`config.mk`:
```
export PLATFORM = sky130hd
export DESIGN_NAME = led_breather
export DESIGN_NICKNAME = d
export VERILOG_FILES = /design/src/rtl/led_pkg.sv /design/src/rtl/led_pwm_core.sv /design/src/rtl/led_breather.sv
export SDC_FILE = /design/constraint.sdc
export NUM_CORES = 1
export LEC_CHECK = 0
export ABC_CLOCK_PERIOD_IN_PS = 3200
export CORE_UTILIZATION = 50
export CTS_CLUSTER_SIZE = 25
export DETAILED_ROUTE_END_ITERATION = 16
export GPL_TIMING_DRIVEN = 0
export PLACE_DENSITY = 0.68
export SETUP_SLACK_MARGIN = 0.1
export SLEW_MARGIN = 20
export SYNTH_ARGS = -nofsm -noshare
export SYNTH_HDL_FRONTEND = slang
export SYNTH_SLANG_ARGS = --single-unit
```
`constraint.sdc`:
```
create_clock -name clk -period 3.2 [get_ports clk]
set_clock_uncertainty 0.05 [all_clocks]
set_input_delay 0.64 -clock clk [delete_from_list [all_inputs] [get_ports clk]]
set_output_delay 0.64 -clock clk [all_outputs]
set_load 0.02 [all_outputs]
```
`src/rtl/led_pkg.sv`:
```
// Shared types and defaults for the LED breathing stage.
package led_pkg;

  localparam int DEF_PWM_BITS   = 8;
  localparam int DEF_HOLD_STEPS = 16;

  typedef enum logic [1:0] {
    UP      = 2'd0,
    HOLD_HI = 2'd1,
    DOWN    = 2'd2,
    HOLD_LO = 2'd3
  } phase_t;

  // A hold of a single step still needs a one-bit counter.
  function automatic int hold_cnt_width(input int steps);
    return (steps > 1) ? $clog2(steps) : 1;
  endfunction

endpackage

```
`src/rtl/led_pwm_core.sv`:
```
// Free-running PWM counter with registered compare output and period-wrap flag.
module led_pwm_core #(
  parameter int PWM_BITS = 8
) (
  input  logic                clk,
  input  logic                rst_n,
  input  logic                enable,
  input  logic [PWM_BITS-1:0] duty,
  output logic                pwm_out,
  output logic                wrap
);

  localparam logic [PWM_BITS-1:0] CNT_MAX = {PWM_BITS{1'b1}};

  logic [PWM_BITS-1:0] pwm_cnt;

  // While disabled the count freezes and the LED is driven dark.
  always_ff @(posedge clk or negedge rst_n) begin
    if (!rst_n) begin
      pwm_cnt <= '0;
      pwm_out <= 1'b0;
    end else if (enable) begin
      pwm_cnt <= pwm_cnt + 1'b1;
      pwm_out <= (pwm_cnt < duty);
    end else begin
      pwm_out <= 1'b0;
    end
  end

  assign wrap = enable & (pwm_cnt == CNT_MAX);

endmodule

```
`src/rtl/led_breather.sv`:
```
// Breathing LED driver: ramps PWM duty up, holds, ramps down, holds, on upstream ticks.
module led_breather
  import led_pkg::*;
#(
  parameter int PWM_BITS   = DEF_PWM_BITS,
  parameter int HOLD_STEPS = DEF_HOLD_STEPS
) (
  input  logic                clk,
  input  logic                rst_n,
  input  logic                tick_in,
  input  logic                enable,
  output logic                pwm_out,
  output logic [PWM_BITS-1:0] duty,
  output logic [1:0]          phase,
  output logic                period_done
);

  localparam int HW = hold_cnt_width(HOLD_STEPS);
  localparam logic [PWM_BITS-1:0] DUTY_MAX  = {PWM_BITS{1'b1}};
  localparam logic [PWM_BITS-1:0] DUTY_TOP  = DUTY_MAX - 1'b1;
  localparam logic [PWM_BITS-1:0] DUTY_ONE  = {{(PWM_BITS-1){1'b0}}, 1'b1};
  localparam logic [HW-1:0]       HOLD_LAST = HW'(HOLD_STEPS - 1);

  logic                tick_d;
  logic                pending;
  logic                step;
  logic                wrap;
  logic                apply;
  phase_t              state;
  phase_t              state_next;
  logic [PWM_BITS-1:0] duty_next;
  logic [HW-1:0]       hold_cnt;
  logic [HW-1:0]       hold_next;
  logic                done_next;

  led_pwm_core #(
    .PWM_BITS(PWM_BITS)
  ) u_core (
    .clk    (clk),
    .rst_n  (rst_n),
    .enable (enable),
    .duty   (duty),
    .pwm_out(pwm_out),
    .wrap   (wrap)
  );

  // Steps only land on period boundaries so the duty never changes mid-period.
  assign step  = tick_in & ~tick_d & enable;
  assign apply = wrap & (pending | step);

  always_ff @(posedge clk or negedge rst_n) begin
    if (!rst_n) begin
      tick_d  <= 1'b0;
      pending <= 1'b0;
    end else begin
      tick_d <= tick_in;
      if (!enable || apply) begin
        pending <= 1'b0;
      end else if (step) begin
        pending <= 1'b1;
      end
    end
  end

  always_ff @(posedge clk or negedge rst_n) begin
    if (!rst_n) begin
      state       <= UP;
      duty        <= '0;
      hold_cnt    <= '0;
      period_done <= 1'b0;
    end else begin
      state       <= state_next;
      duty        <= duty_next;
      hold_cnt    <= hold_next;
      period_done <= done_next;
    end
  end

  // Ramp end tests use the old duty, so duty saturates at 0 and MAX without wrapping.
  always_comb begin
    state_next = state;
    duty_next  = duty;
    hold_next  = hold_cnt;
    done_next  = 1'b0;
    if (apply) begin
      case (state)
        UP: begin
          duty_next = duty + 1'b1;
          if (duty == DUTY_TOP) begin
            state_next = HOLD_HI;
            hold_next  = '0;
          end
        end
        HOLD_HI: begin
          if (hold_cnt == HOLD_LAST) begin
            state_next = DOWN;
            hold_next  = '0;
          end else begin
            hold_next = hold_cnt + 1'b1;
          end
        end
        DOWN: begin
          duty_next = duty - 1'b1;
          if (duty == DUTY_ONE) begin
            state_next = HOLD_LO;
            hold_next  = '0;
          end
        end
        HOLD_LO: begin
          if (hold_cnt == HOLD_LAST) begin
            state_next = UP;
            hold_next  = '0;
            done_next  = 1'b1;
          end else begin
            hold_next = hold_cnt + 1'b1;
          end
        end
        default: state_next = UP;
      endcase
    end
  end

  assign phase = state;

endmodule

```
==> Word-level counts from Yosys, hierarchy flattened <==
Index checks and enable logic that the tools add are counted.
{ "word_totals": {"elab_cells": 55, "in_bits": 4, "output_inout_bits": 12, "ff_bits": 26} }
{ "op_classes": {"addsub": 4, "order_cmp": 1, "n_eq_ne": 11, "n_mux": 16, "bitwise": 6, "reduce_logical": 9} }
{ "ops": {"columns": ["cell", "count"], "rows": [
  ["$add A8 B1 Y8 const B", 2],
  ["$eq A8 B8 Y1 const B", 2],
  ["$pmux W8 S2", 1],
  ["$mux W4", 3],
  ["$pmux W4 S3", 1],
  ["$eq A8 B1 Y1 const B", 1],
  ["$lt A8 B8 Y1", 1],
  ["$mux W2", 4],
  ["$ne A2 B2 Y1 const B", 4],
  ["$pmux W2 S4", 1],
  ["$sub A8 B1 Y8 const B", 1],
  ["$mux W1", 6],
  ["$reduce_and A5 Y1", 1],
  ["$add A4 B1 Y4 const B", 1],
  ["$and A1 B1 Y1", 4],
  ["$eq A2 B2 Y1 const B", 2],
  ["$eq A4 B4 Y1 const B", 1],
  ["$reduce_bool A2 Y1", 2],
  ["$reduce_and A3 Y1", 1],
  ["$eq A2 B1 Y1 const B", 1],
  ["$logic_not A2 Y1", 1],
  ["$reduce_and A2 Y1", 1],
  ["$reduce_or A2 Y1", 1],
  ["$logic_not A1 Y1", 1],
  ["other kinds (3)", 3]
]} }

==> Logic depth before layout (Yosys ltp) <==
Gate-level depths: netlist of run 1.
{ "logic_depth": {"ltp_word": 7, "mapped_depth": 6, "ltp_nobuf": 6} }

==> By module <==
A second synthesis of run 1 with hierarchy kept.
{ "hier_totals": {"hier_cells": 148, "area_unflattened_um2": 1609.0} }
{ "by_module_without_submodules": {"columns": ["mod", "seq_area_each_um2", "area_per_inst_um2", "cells_per_inst", "n_inst"], "rows": [
  ["led_breather", 425.4, 1039.7, 96, 1],
  ["led_pwm_core", 225.2, 569.3, 52, 1]
]} }

==> Worst setup path before layout of run 1 <==
No wires, ideal clock.
{ "synth_timing": {"kind": "flip-flop to flip-flop", "start": "register duty[2]", "end": "register hold_cnt[0]", "synth_period_minus_slack_ns": 2.076, "setup_ns": 0.128, "stages_incl_launch_ff": 6, "t_required_ns": 3.022, "arrival_ns": 1.899, "n_path_buf": 1, "slack_ns": 1.124, "path_cell_list": "dfrtp_1 > buf_6 > or4_4 > o41ai_4 > nand3_2 > mux2_1"} }
{ "synth_via": {"elab_chain_len": 3, "word_cells_on_any_way": 5, "cone_classes": "4 x eq/ne; 1 x reduce/logical"} }
{ "synth_lines": {"columns": ["item", "line_no", "source"], "rows": [
  ["start: declaration", "led_breather.sv:13", "output logic [PWM_BITS-1:0] duty,"],
  ["start signal: assignment", "led_breather.sv:73", "duty <= duty_next;"],
  ["$eq A8 B1 Y1 / $eq A8 B8 Y1 (equally long branches)", "led_breather.sv:104, led_breather.sv:89", null],
  ["$ne A2 B2 Y1 (no source line)", null, null],
  ["$reduce_and A3 Y1 (no source line) (*)", null, null],
  ["end signal: assignment", "led_breather.sv:74", "hold_cnt <= hold_next;"],
  ["end: declaration", "led_breather.sv:32", "logic [HW-1:0] hold_cnt;"]
]} }
Mark *: on every way between the ends. The rest lies on a longest branch, timed or not.
A chain may end at the register's enable or synchronous reset.

==> Worst setup path in the final report of run 1 <==
{ "layout_timing": {"start": "register duty[6]", "end": "output duty[6]"} }
No word-level cell between the ends.

==> results of run 1 <==
stage by stage:
step                cells  hold slack, ps  util [%]
floorplan             147             294         -
global placement      205             432      59.0
detailed placement    205             436      58.8
CTS                   209             242      60.6
global route          209             263      60.6
finish                209             226      60.6
routing by layer:
metal | share of wire, % | vias to the layer above
met1 | 47 | 580
met2 | 47 | 24
li1 | - | 555
met5 | 0 | -
met4 | 1.5 | 0
met3 | 3.6 | 6
sequential cells by signal (all words and copies together), names as in the netlist:
register        count
tick_d              1
u_core.pwm_cnt      8
period_done         1
duty                8
phase               2
pending             1
u_core.pwm_out      1
hold_cnt            4
worst paths after layout:
check | to | slack, ps
min | u_core.pwm_cnt[4] | 230
min in group clk | hold_cnt[3] | 460
max reg2reg | hold_cnt[0] | 1090
min reg2reg | hold_cnt[3] | 460
max in group asynchronous | hold_cnt[1] | 2480
max | duty[6] | 950
worst register-to-register path: stages (launching register included):
cell and delay, ps:
dfrtp_1 470, or4_4 590, o41ai_4 340, nand3_2 200, mux2_1 350
power groups by stage:
stage	Combinational [mW]	Sequential [mW]	Clock, mW
after global routing	0.225	0.448	0.248
after floorplan	0.141	0.434	0
after CTS	0.195	0.438	0.239
after global placement	0.179	0.442	0
final	0.192	0.439	0.233
after detailed placement	0.194	0.444	0
kinds of logic after synthesis:
kind of cell,Yosys count,synth area share (%)
fa+ha+maj,17,13.4
xor+xnor,15,8.25
compound gates,20,12.6
simple gates,49,17.4
buf+inv,15,4.09
flops,26,40.9
mux,5,3.46
cell usage in the layout (no fill, tap or decap), types with 2 or more instances in the layout:
| cell | Yosys | layout |
|---|---|---|
| buf_2 | 1 | 2 |
| xor2_1 | 4 | 4 |
| nand2_1 | 10 | 10 |
| nand2b_1 | 3 | 3 |
| nor4_1 | 2 | 2 |
| xnor2_1 | 11 | 11 |
| clkbuf_4 | 0 | 3 |
| mux2_1 | 3 | 3 |
| and3_1 | 3 | 3 |
| o21ai_1 | 5 | 5 |
| ha_1 | 17 | 17 |
| nand3_1 | 3 | 3 |
| inv_1 | 13 | 13 |
| dfrtp_1 | 26 | 26 |
| nand4_1 | 5 | 5 |
| nor3_1 | 4 | 4 |
| clkdlybuf4s50_1 | 0 | 13 |
| nor2_1 | 8 | 8 |
| nand3b_1 | 5 | 5 |
layout make-up:
class                      count  area [um^2]  area share, %
multi-input combinational    106          876           47.7
sequential                    26          651           35.5
timing repair buffer          14          135           7.37
tap                           44         55.1           3.00
inverter                      13         48.8           2.66
clock inverter                 1         30.0           1.64
clock buffer                   3         22.5           1.23
buffer                         2         16.3          0.887
==> run_results.csv, run 1 <==
group,metric,value,unit
timing,period_minus_slack,2250,ps
clock_network,cts.repair.resized,0,
run_status,status,"finished clean",
die,die_x,58.4,um
logic_synthesis,synthTopCellsByCount,"dfrtp_1, ha_1, inv_1",
placement,dpl.hpwl,2270,um
die,fp.coreArea,0.00303,mm^2
clock_network,tritoncts,"done",
power_and_ir_drop,p_per_area,472,mW/mm^2
global_route,grt_first_pass_wirelength,5190,um
power_and_ir_drop,switching_power,259,uW
logic_synthesis,synth-main-ff-cell,"dfrtp_1",
global_route,grtUsageMet3,4.84,%
setup_path,rr_startpoint,"duty[5]",
logic_synthesis,synth_area_leaders,"dfrtp_1, ha_1, xnor2_1",
timing,fin_crit_sh,70.5,%
placement,pre_cts_slack,645,ps
setup_path,crit_buf_inv,1,
layout,area_growth,15.3,%
setup_path,path_delay_family,"buffers and inverters",
die,rows,20,
setup_path,critPathLaunchType,"flip-flop",
logic_synthesis,yosysMostFrequentCell,"dfrtp_1",
routing,dr_total_vias,1165,
logic_synthesis,yosys_register_bits,26,
clock_network,postCtsHoldBufs,0,
setup_path,crit_slowest_cell,"clkdlybuf4s50_1",
logic_synthesis,synth_area,0.00159,mm^2
global_route,grt_pass1_vias,1107,
power_and_ir_drop,p_leak,0.823,nW
global_route,grtUsageMet1,27.4,%
power_and_ir_drop,combPwrFrac,22.2,%
logic_synthesis,synth_nets,168,
timing,rsz0062_at_grt,"no",
routing,ant_nets,0,
layout,finalNetCount,187,
setup_path,cp_max_fo,6,
global_route,grt_overflow_total,0,
logic_synthesis,ys_types,41,
global_route,busiest_layer,"met2",
power_and_ir_drop,swShare,29.9,%
global_route,grt_use_total,20.4,%
setup_path,crit_start,"duty[6]",
placement,placed_area,0.00178,mm^2
die,dieHeight,58.4,um
placement,io_buffers,14,
worst_hold_path,min_path_type,"in2async",
placement,gp_congestion,0.838,
global_route,grt_max_degree,27,
clock_network,cts.sinks,26,
logic_synthesis,yosysTopAreaCell,"dfrtp_1",
flow_run,maxCapViolCount,0,
routing,viasPerCell,5.57,
power_and_ir_drop,p_total,865,uW
routing,wl_per_cell,15.0,um
global_route,antenna_found_initial,0,
setup_path,crit_type,"reg2out",
setup_path,cp.depth,1,
clock_network,cts_root_buffer,"clkbuf_4",
timing,fin_setup_tns,0,ps
logic_synthesis,async_flop_share,100,%
layout,final_cell_area,0.00183,mm^2
layout,fillCellCount,270,
logic_synthesis,synth_top_area_share,40.9,%
clock_network,cts_post_setup_buffers_inserted,0,
clock_network,numCtsBuffers,3,
routing,drcViolationCount,0,
setup_path,crit_chain,"clkdlybuf4s50_1",
setup_path,cp-end-kind,"output port",
clock_network,htreeDepth,1,
layout,drive_above_1_share,10.9,%
power_and_ir_drop,p_int,606,uW
timing,slew-limit-headroom,58.8,%
routing,initialDrtViolationCount,48,
global_route,grt_util_met2,32.5,%
logic_synthesis,synth_cells,147,
timing,hold_violations,0,
power_and_ir_drop,vdd_ir_drop_max,0.240,mV
setup_path,worstPathRequired,2510,ps
setup_path,reg2reg_depth,4,
power_and_ir_drop,power_frac_seq,50.8,%
clock_network,clk_latency,340,ps
routing,dr.pass1.iters,4,
clock_network,clk_path_buf_depth,2,
logic_synthesis,synth.avg_cell_area,10.8,um^2
timing,fmax,0.444,GHz
die,die_area,0.00341,mm^2
setup_path,worstPathArrival,1560,ps
timing,setup_slack,945,ps
clock_network,clkTransAtPathRegs,150,ps
routing,wirelength,3130,um
timing,setup_violations,0,
logic_synthesis,ys.warnings.count,0,
power_and_ir_drop,power_frac_clock,27.0,%
timing,slew_violations,0,
timing,worst_slew_pin_slew,619,ps
layout,diodes,0,
die,num_io_pins,16,
setup_path,max_stage_delay,670,ps
die,initial_utilization,52.6,%
logic_synthesis,yosysSeqAreaShare,40.9,%
logic_synthesis,synth_enable_flop_cells,0,
Note: power is estimated with default switching activity, not from simulation.
==> inputs of run 2 (changes only) <==
- ABC_CLOCK_PERIOD_IN_PS: 3200 -> 2250
- clock period: 3.2 -> 2.25 ns (I/O delays scaled with it)
==> run 2 against run 1 <==
Against the previous run:
- clock power grew 42%
- utilization up 0.99 points
- hold slack lost 190 ps
- design area grew 1.6%
- combinational power is 42% higher
- first-iteration DRC count is 10% lower
- setup slack got worse by 820 ps
- flip-flop and latch count unchanged
- sequential power rose by 42%
- via count is 0.77% higher
==> run_results.csv, run 2 (synthesized netlist as in run 1, its figures left out) <==
group,metric,value,unit
clock_network,clkTransAtPathRegs,150,ps
timing,fin_crit_sh,94.5,%
layout,utilization,61.6,%
setup_path,crit_slowest_cell,"or4_4",
setup_path,path_delay_family,"simple AND/OR/NAND/NOR gates",
timing,hold_violations,0,
clock_network,cts.sinks,26,
setup_path,worstPathArrival,2310,ps
die,fp.coreArea,0.00303,mm^2
clock_network,cts_root_buffer,"clkbuf_4",
placement,placed_area,0.00178,mm^2
timing,period_minus_slack,2130,ps
timing,hold-worst-slack,39.0,ps
routing,ant_nets,0,
placement,dp.cells,205,
clock_network,clk_latency,340,ps
routing,initialDrtViolationCount,43,
power_and_ir_drop,p_total,1.23,mW
die,num_io_pins,16,
clock_network,tritoncts,"done",
routing,drcViolationCount,0,
routing,wl_per_cell,15.0,um
timing,slew-limit-headroom,60.7,%
setup_path,max_stage_delay,590,ps
placement,io_buffers,14,
timing,slew_violations,0,
die,die_x,58.4,um
timing,rsz0062_at_grt,"yes",
die,initial_utilization,52.6,%
global_route,grt_first_pass_wirelength,5190,um
layout,drive_above_1_share,13.0,%
layout,final_cell_area,0.00186,mm^2
flow_run,maxCapViolCount,0,
timing,fmax,0.470,GHz
global_route,grt_util_met2,32.5,%
global_route,grt_overflow_total,0,
routing,wirelength,3190,um
power_and_ir_drop,p_leak,0.842,nW
global_route,grt_use_total,20.4,%
clock_network,cts.repair.resized,0,
worst_hold_path,min_path_type,"in2async",
placement,gp_congestion,0.838,
layout,layout.cells.non_filler,213,
global_route,grtUsageMet1,27.4,%
layout,layout_commonest_cell,"dfrtp_1",
power_and_ir_drop,vdd_ir_drop_max,0.350,mV
timing,worst_slew_pin_slew,590,ps
setup_path,critPathLaunchType,"flip-flop",
clock_network,clk_path_buf_depth,2,
setup_path,cp_max_fo,5,
setup_path,crit_type,"reg2reg",
setup_path,cp-end-kind,"flip-flop",
die,die_area,0.00341,mm^2
placement,pre_cts_slack,-115,ps
timing,setup_violations,0,
global_route,grt_pass1_vias,1107,
layout,finalNetCount,191,
timing,setup_slack,123,ps
layout,fillCellCount,265,
layout,seq_area,651,um^2
global_route,busiest_layer,"met2",
setup_path,crit_buf_inv,0,
die,dieHeight,58.4,um
clock_network,htreeDepth,1,
power_and_ir_drop,p_per_area,659,mW/mm^2
run_status,status,"finished clean",
layout,area_growth,17.1,%
routing,viasPerCell,5.51,
layout,diodes,0,
setup_path,crit_chain,"or4_4 -> o41ai_4 -> nand3_2 -> mux2_1",
layout,multiInputGateArea,876,um^2
die,rows,20,
setup_path,worstPathRequired,2430,ps
placement,dpl.hpwl,2270,um
routing,dr_total_vias,1174,
clock_network,numCtsBuffers,3,
layout,final_cell_mix,"dfrtp_1, ha_1, inv_1, clkdlybuf4s50_1, xnor2_1",
layout,reg_top3,"duty x8, u_core.pwm_cnt x8, hold_cnt x4",
global_route,grtUsageMet3,4.84,%
global_route,antenna_found_initial,0,
routing,dr.pass1.iters,4,
timing,fin_setup_tns,0,ps
global_route,grt_max_degree,27,
==> run 2: cell count changes in the layout (fill, tap and decap cells not counted), sizes merged <==
| cell | delta |
|---|---|
| buf | +4 |
==> run 2: what timing repair did <==
item	in CTS	in global routing
endpoints found under the setup margin	0	9
buffers inserted	0	4
hold buffers	0	0
==> run 2: layer usage <==
metal	part of all wire [%]	vias up
met5	0	-
met4	1.4	0
met3	3.5	6
met2	48	25
met1	47	580
li1	-	563
==> run 2: power breakdown <==
group          switching (mW)  internal (mW)
logic                   0.128          0.145
registers              0.0883          0.537
clock network           0.149          0.180
==> run 2: cell type report <==
cell class | count | share of cell area (%)
repair buffers | 18 | 8.86
multi-input cells | 106 | 47.0
clock inverters | 1 | 1.61
flip-flops and latches | 26 | 34.9
plain buffers | 2 | 0.872
well taps | 44 | 2.95
clock buffers | 3 | 1.21
inverters | 13 | 2.62
==> run 2: path summary, 6_finish.rpt <==
check	to	slack [ps]	depth (start not counted)	start
setup / recovery	hold_cnt[0]	120	4	duty[5]
hold / removal	u_core.pwm_cnt[4]	40	1	rst_n
setup reg to reg	hold_cnt[0]	120	4	duty[5]
hold reg to reg	hold_cnt[3]	450	1	hold_cnt[3]
max in group asynchronous	hold_cnt[1]	1720	1	rst_n
min in group clk	u_core.pwm_cnt[0]	360	2	enable
